$ cat src/rtl/mb_addr_tracker_pkg.sv
// mb_addr_tracker_pkg: symbol codes, FSM encodings and width defaults shared by mb_addr_tracker.
package mb_addr_tracker_pkg;
    localparam int ADDR_W_DEF = 14;
    localparam int POS_W_DEF = 7;
    localparam logic [5:0] MBAI_ESCAPE = 6'd34;
    localparam logic [5:0] MBAI_STUFF = 6'd35;
    localparam logic [5:0] MBAI_ESC_INCR = 6'd33;
    localparam logic [2:0] S_IDLE = 3'd0;
    localparam logic [2:0] S_START = 3'd1;
    localparam logic [2:0] S_WAIT = 3'd2;
    localparam logic [2:0] S_CALC = 3'd3;
    localparam logic [2:0] S_WRAP = 3'd4;
    localparam logic [2:0] S_VALID = 3'd5;
endpackage

$ cat src/rtl/mb_addr_tracker_pos_counter.sv
// mb_pos_counter: macroblock row/column counter; one column step per cycle, wrapping to the next row at the picture width.
module mb_pos_counter #(
    parameter int POS_W = 7
) (
    input  logic             clock,
    input  logic             reset,
    input  logic             load,
    input  logic             step,
    input  logic [POS_W-1:0] load_row,
    input  logic [POS_W-1:0] width,
    output logic [POS_W-1:0] row,
    output logic [POS_W-1:0] col
);
    logic [POS_W-1:0] row_q, row_d, col_q, col_d;
    logic wrap;
    always_comb begin
        wrap = col_q + POS_W'(1) == width;
        row_d = load ? load_row : (step && wrap) ? row_q + POS_W'(1) : row_q;
        col_d = load ? '0 : step ? (wrap ? '0 : col_q + POS_W'(1)) : col_q;
    end
    always_ff @(posedge clock) begin
        if (reset) begin
            row_q <= '0;
            col_q <= '0;
        end else begin
            row_q <= row_d;
            col_q <= col_d;
        end
    end
    assign row = row_q;
    assign col = col_q;
endmodule

$ cat src/rtl/mb_addr_tracker.sv
// mb_addr_tracker: drives the MB address-increment VLC walker and tracks MB address/row/col and skip count.
// MB_ADDR_RANGE_CHECK_EN adds a picture-size range check with sticky error and address clamp.
module mb_addr_tracker
    import mb_addr_tracker_pkg::*;
#(
    parameter int ADDR_W = ADDR_W_DEF,
    parameter int POS_W = POS_W_DEF
) (
    input  logic              clock,
    input  logic              reset,
    input  logic              Slice_Start_I,
    input  logic [7:0]        Slice_Vert_Pos_I,
    input  logic [POS_W-1:0]  MB_Width_I,
    input  logic [ADDR_W-1:0] Pic_MB_Count_I,
    input  logic              Incr_Req_I,
    output logic              Incr_Start_O,
    input  logic              Valid_Code_I,
    input  logic [7:0]        Symbol_I,
    output logic [ADDR_W-1:0] MB_Addr_O,
    output logic [POS_W-1:0]  MB_Row_O,
    output logic [POS_W-1:0]  MB_Col_O,
    output logic [ADDR_W-1:0] Skip_Count_O,
    output logic              Addr_Valid_O,
    input  logic              Addr_Ack_I,
    output logic              Addr_Err_O
);
    logic [2:0] state_q, state_d;
    logic first_q, first_d, err_q, err_d;
    logic [ADDR_W-1:0] acc_q, acc_d, base_q, base_d, addr_q, addr_d, skip_q, skip_d, wrap_q, wrap_d;
    logic [ADDR_W-1:0] eff, vm1;
    logic [ADDR_W:0] acc_sum, addr_sum;
    logic [5:0] val;
    logic illegal, step, unused_ok;
    always_comb begin
        val = Symbol_I[5:0];
        illegal = val == 6'd0 || val > MBAI_STUFF;
        eff = val == MBAI_ESCAPE ? ADDR_W'(MBAI_ESC_INCR) : val == MBAI_STUFF ? '0 : illegal ? ADDR_W'(1) : ADDR_W'(val);
        acc_sum = {1'b0, acc_q} + {1'b0, eff};
        addr_sum = first_q ? {1'b0, base_q} + {1'b0, acc_q} - (ADDR_W+1)'(1) : {1'b0, addr_q} + {1'b0, acc_q};
        vm1 = ADDR_W'(Slice_Vert_Pos_I) - ADDR_W'(1);
        state_d = state_q;
        first_d = first_q;
        err_d = err_q;
        acc_d = acc_q;
        base_d = base_q;
        addr_d = addr_q;
        skip_d = skip_q;
        wrap_d = wrap_q;
        step = 1'b0;
        case (state_q)
            S_IDLE: state_d = Incr_Req_I ? S_START : S_IDLE;
            S_START: state_d = S_WAIT;
            S_WAIT: if (Valid_Code_I) begin
                acc_d = acc_sum[ADDR_W] ? '1 : acc_sum[ADDR_W-1:0];
                err_d = err_q | illegal;
                state_d = (val == MBAI_ESCAPE || val == MBAI_STUFF) ? S_START : S_CALC;
            end
            S_CALC: begin
                addr_d = addr_sum[ADDR_W] ? '1 : addr_sum[ADDR_W-1:0];
`ifdef MB_ADDR_RANGE_CHECK_EN
                if (addr_sum >= {1'b0, Pic_MB_Count_I}) begin
                    addr_d = Pic_MB_Count_I - ADDR_W'(1);
                    err_d = 1'b1;
                end
`endif
                skip_d = first_q ? '0 : acc_q - ADDR_W'(1);
                // the first MB of a slice starts at column 0, so it takes one step fewer
                step = !first_q;
                wrap_d = acc_q - ADDR_W'(1);
                state_d = acc_q == ADDR_W'(1) ? S_VALID : S_WRAP;
            end
            S_WRAP: begin
                step = 1'b1;
                wrap_d = wrap_q - ADDR_W'(1);
                state_d = wrap_q == ADDR_W'(1) ? S_VALID : S_WRAP;
            end
            S_VALID: if (Addr_Ack_I) begin
                first_d = 1'b0;
                acc_d = '0;
                state_d = Incr_Req_I ? S_START : S_IDLE;
            end
            default: state_d = S_IDLE;
        endcase
        if (Slice_Start_I) begin
            state_d = S_IDLE;
            first_d = 1'b1;
            err_d = 1'b0;
            acc_d = '0;
            base_d = vm1 * ADDR_W'(MB_Width_I);
            step = 1'b0;
        end
    end
    always_ff @(posedge clock) begin
        if (reset) begin
            state_q <= S_IDLE;
            first_q <= 1'b1;
            err_q <= 1'b0;
            acc_q <= '0;
            base_q <= '0;
            addr_q <= '0;
            skip_q <= '0;
            wrap_q <= '0;
        end else begin
            state_q <= state_d;
            first_q <= first_d;
            err_q <= err_d;
            acc_q <= acc_d;
            base_q <= base_d;
            addr_q <= addr_d;
            skip_q <= skip_d;
            wrap_q <= wrap_d;
        end
    end
    mb_pos_counter #(.POS_W(POS_W)) u_pos (
        .clock(clock),
        .reset(reset),
        .load(Slice_Start_I),
        .step(step),
        .load_row(POS_W'(Slice_Vert_Pos_I - 8'd1)),
        .width(MB_Width_I),
        .row(MB_Row_O),
        .col(MB_Col_O)
    );
`ifdef MB_ADDR_RANGE_CHECK_EN
    assign unused_ok = ^Symbol_I[7:6];
`else
    assign unused_ok = ^{Symbol_I[7:6], Pic_MB_Count_I};
`endif
    assign Incr_Start_O = state_q == S_START;
    assign Addr_Valid_O = state_q == S_VALID;
    assign MB_Addr_O = addr_q;
    assign Skip_Count_O = skip_q;
    assign Addr_Err_O = err_q;
endmodule

$ cat config.mk
export PLATFORM = sky130hd
export DESIGN_NAME = mb_addr_tracker
export DESIGN_NICKNAME = d
export VERILOG_FILES = /design/src/rtl/mb_addr_tracker_pkg.sv /design/src/rtl/mb_addr_tracker_pos_counter.sv /design/src/rtl/mb_addr_tracker.sv
export SDC_FILE = /design/constraint.sdc
export NUM_CORES = 1
export LEC_CHECK = 0
export ABC_AREA = 1
export CORE_ASPECT_RATIO = 1.5
export CORE_MARGIN = 2
export CORE_UTILIZATION = 40
export CTS_CLUSTER_SIZE = 24
export DETAILED_ROUTE_END_ITERATION = 16
export DONT_BUFFER_PORTS = 1
export PLACE_DENSITY = 0.58
export SYNTH_ARGS = -nofsm -noshare
export SYNTH_HDL_FRONTEND = slang
export SYNTH_SLANG_ARGS = --single-unit
export TNS_END_PERCENT = 100
$ cat constraint.sdc
create_clock -name clock -period 10.6 [get_ports clock]
set_input_delay 1.06 -clock clock [delete_from_list [all_inputs] [get_ports clock]]
set_output_delay 1.06 -clock clock [all_outputs]
set_load 0.03 [all_outputs]
==> flow_summary.json <==
{
  "outcome": "completed",
  "min_period_ns": 5.60,
  "nNetsFinal": 1534,
  "final_cell_mix": "nand2_1 (273), inv_1 (240), nor2_1 (167), a21oi_1 (98), dfxtp_1 (89)",
  "r2r_start": "acc_q[9]",
  "dieArea_mm2": 0.0245,
  "path_class": "in2reg",
  "coreArea_mm2": 0.0229,
  "p_comb_frac": 0.528,
  "max_freq_mhz": 179,
  "synth.distinct_cells": 59,
  "crit_cells": 20,
  "die_w_um": 128,
  "clk_pin_slew_ns": 0.07,
  "grt_pass1_vias": 8275,
  "worstMarginPinSlew_ns": 1.05,
  "vdd_drop_max_v": 0.0000845,
  "hpwl_um": 20700,
  "critPathRequiredTime_ns": 10.91,
  "start_util": 0.406,
  "final_common_cell": "nand2_1",
  "syn_nets": 1549,
  "post-route-util": 0.426,
  "critPathTopFamily": "adder cells",
  "finalHoldViolations": 0,
  "cts_resized": 0,
  "cts.sinks": 89,
  "reg2reg_depth": 14,
  "worstSkewPairLatency_ns": 0.37,
  "crit_arrival_ns": 5.91,
  "crit_chain": "inv_1 -> ha_1 -> nand2_2 -> xor2_1 -> nor2_1 -> fa_1 -> fa_1 -> fa_1 -> inv_1 -> fa_1 -> inv_1 -> ha_1 -> nand2_1 -> nor3_1 -> o21ai_0 -> nand4_1 -> a21oi_1 -> o21ai_0 -> o211ai_1 -> inv_1",
  "dr.pass1.iters": 5,
  "reg2reg_slack_ns": 7.57,
  "worstPathMaxFanout": 8,
  "synth_edf_count": 0,
  "diodes": 0,
  "end_kind": "register",
  "syn_area_per_cell_um2": 6.74,
  "seq_area_frac_synth": 0.192,
  "seqPwrFrac": 0.256,
  "fin_setup_tns_ns": 0,
  "drive_gt1_frac": 0.0643,
  "max_slew_margin": 0.299,
  "slowest_stage": "fa_1",
  "grt_pass1_wl_um": 41400,
  "rr_endpoint": "MB_Addr_O[1]",
  "finalCritPeriodShare": 0.528,
  "max_cap_violations": 0,
  "yosysWarnings": 0,
  "max_stage_delay_ns": 0.60,
  "internal-power_mw": 0.791,
  "cts_tree": "done",
  "die_h_um": 191,
  "setup.worst_path.start": "Slice_Vert_Pos_I[0]",
  "detail-route-antenna-nets": 0,
  "ys_ff_latch": 89,
  "hp-class": "reg2reg",
  "clk_root_buffer_cell": "clkbuf_16",
  "slew_violations": 0,
  "critical_path_buf_inv_count": 4,
  "swShare": 0.447,
  "routed_wl_um": 26000,
  "fillers": 2425,
  "gp_congestion": 0.891,
  "numCtsBuffers": 9,
  "postCtsSetupBuffers": 0,
  "cts_buffer_depth": 2,
  "grt_start_max_net_pins": 34,
  "vias": 8554,
  "p_clk_frac": 0.217,
  "drc_errors": 0,
  "boundaryPins": 88,
  "synth_area_mm2": 0.00929,
  "gr-usage-all-layers": 0.217,
  "leakagePower_nw": 4.77,
  "worst_setup_path_start_kind": "input port",
  "critical_path.endpoint": "base_q[12]",
  "antenna_found_initial": 0,
  "viasPerCell": 5.19,
  "p_switching_mw": 0.640,
  "std_cell_rows": 68,
  "setup_viol": 0,
  "htreeDepth": 3,
  "postCtsHoldBufs": 0,
  "powerDensity_mw_per_mm2": 147,
  "syn_inst": 1379,
  "clock_skew_ns": 0.00948,
  "synth_ff_type": "dfxtp_1",
  "syn_to_final_growth_pct": 4.95,
  "async_reset_ff_frac": 0,
  "rsz0062_at_grt": "false",
  "portBuffers": 0,
  "grt_overflow": 0,
  "drt_iter0_drc": 526,
  "wl_per_cell_um": 15.7
}
-- power by group through the flow --
stage | Clock [mW] | Sequential [mW] | Combinational (mW)
final | 0.310 | 0.366 | 0.755
after global routing | 0.329 | 0.368 | 0.874
after CTS | 0.318 | 0.366 | 0.760
after detailed placement | 0 | 0.374 | 0.755
after global placement | 0 | 0.373 | 0.751
after floorplan | 0 | 0.370 | 0.599
-- synth_stat cells, types with 8 or more instances --
cell        n  share of area
o22ai_1     8         0.0054
o211ai_1    8         0.0065
fa_1       45          0.097
o21ai_0    64          0.034
nor2_1    167          0.067
nand4_1    14         0.0094
clkbuf_1   11         0.0044
dfxtp_1    89           0.19
nand2_1   273           0.11
inv_1     240          0.097
or2_2       8         0.0054
xnor2_1    12          0.011
nand3_1    84          0.045
nor3_1     10         0.0054
xor2_1     28          0.026
a21oi_1    98          0.053
nand2_2    20          0.013
a31oi_1     8         0.0054
ha_1       82           0.11
-- worst min path at each step --
stage	slack (ns)	start	cells after the start	endpoint
finish	0.49	base_q[2]	2	base_q[2]
global route	0.52	base_q[4]	2	base_q[4]
CTS	0.49	base_q[2]	2	base_q[2]
detailed placement	0.48	base_q[2]	2	base_q[2]
global placement	0.47	base_q[2]	2	base_q[2]
floorplan	0.45	base_q[12]	2	base_q[12]
-- state kept, by name (all words and copies together), names as in the netlist --
register	cells
Addr_Err_O	1
u_pos.col	7
MB_Addr_O	14
acc_q	14
first_q	1
wrap_q	14
base_q	14
Skip_Count_O	14
state_q	3
u_pos.row	7
-- layout make-up --
class                   count  area, µm²  area share
multi-input cells        1010       6390       0.655
flip-flops and latches     89       1780       0.183
inverters                 253        953      0.0978
well taps                 280        350      0.0359
clock buffers              11        233      0.0239
clock inverters             5       41.3     0.00423
repair buffers              1       7.51    0.000770
-- logic make-up (layout without fill, tap and decap cells) --
family,after synthesis,count (layout),share of synthesized area
AO/OA/AOI/OAI,225,225,0.138
XOR/XNOR,42,42,0.0425
adder cells (fa/ha/maj),127,127,0.207
buffers and inverters,280,270,0.121
flip-flops,89,89,0.192
AND/OR/NAND/NOR,616,616,0.300
-- per-stage QoR --
step | std cells | instance area (µm²) | worst slack [ns] | hold WS, ns | power (mW)
global route | 1649 | 9750 | 4.70 | 0.517 | 1.57
detailed placement | 1633 | 9480 | 4.63 | 0.479 | 1.13
CTS | 1649 | 9750 | 5.02 | 0.488 | 1.44
finish | 1649 | 9750 | 5.00 | 0.487 | 1.43
floorplan | 1379 | 9290 | 5.18 | 0.449 | 0.970
global placement | 1633 | 9480 | 4.65 | 0.471 | 1.12
-- per-layer routing --
metal | GRT usage | vias to the layer above | wire, µm
li1 | - | 4364 | -
met1 | 0.223 | 3977 | 9890
met2 | 0.426 | 169 | 14400
met3 | 0.0303 | 44 | 892
met4 | 0.0959 | 0 | 828
met5 | 0 | - | 0
-- worst register-to-register path, delay by kind of cell (launching register included) --
| kind | cells | cell delay (ns) |
|---|---|---|
| fa+ha+maj | 2 | 0.70 |
| simple gates | 6 | 0.68 |
| flops | 1 | 0.61 |
| compound gates | 3 | 0.58 |
| buf+inv | 3 | 0.37 |
(Power assumes the default switching activity.)
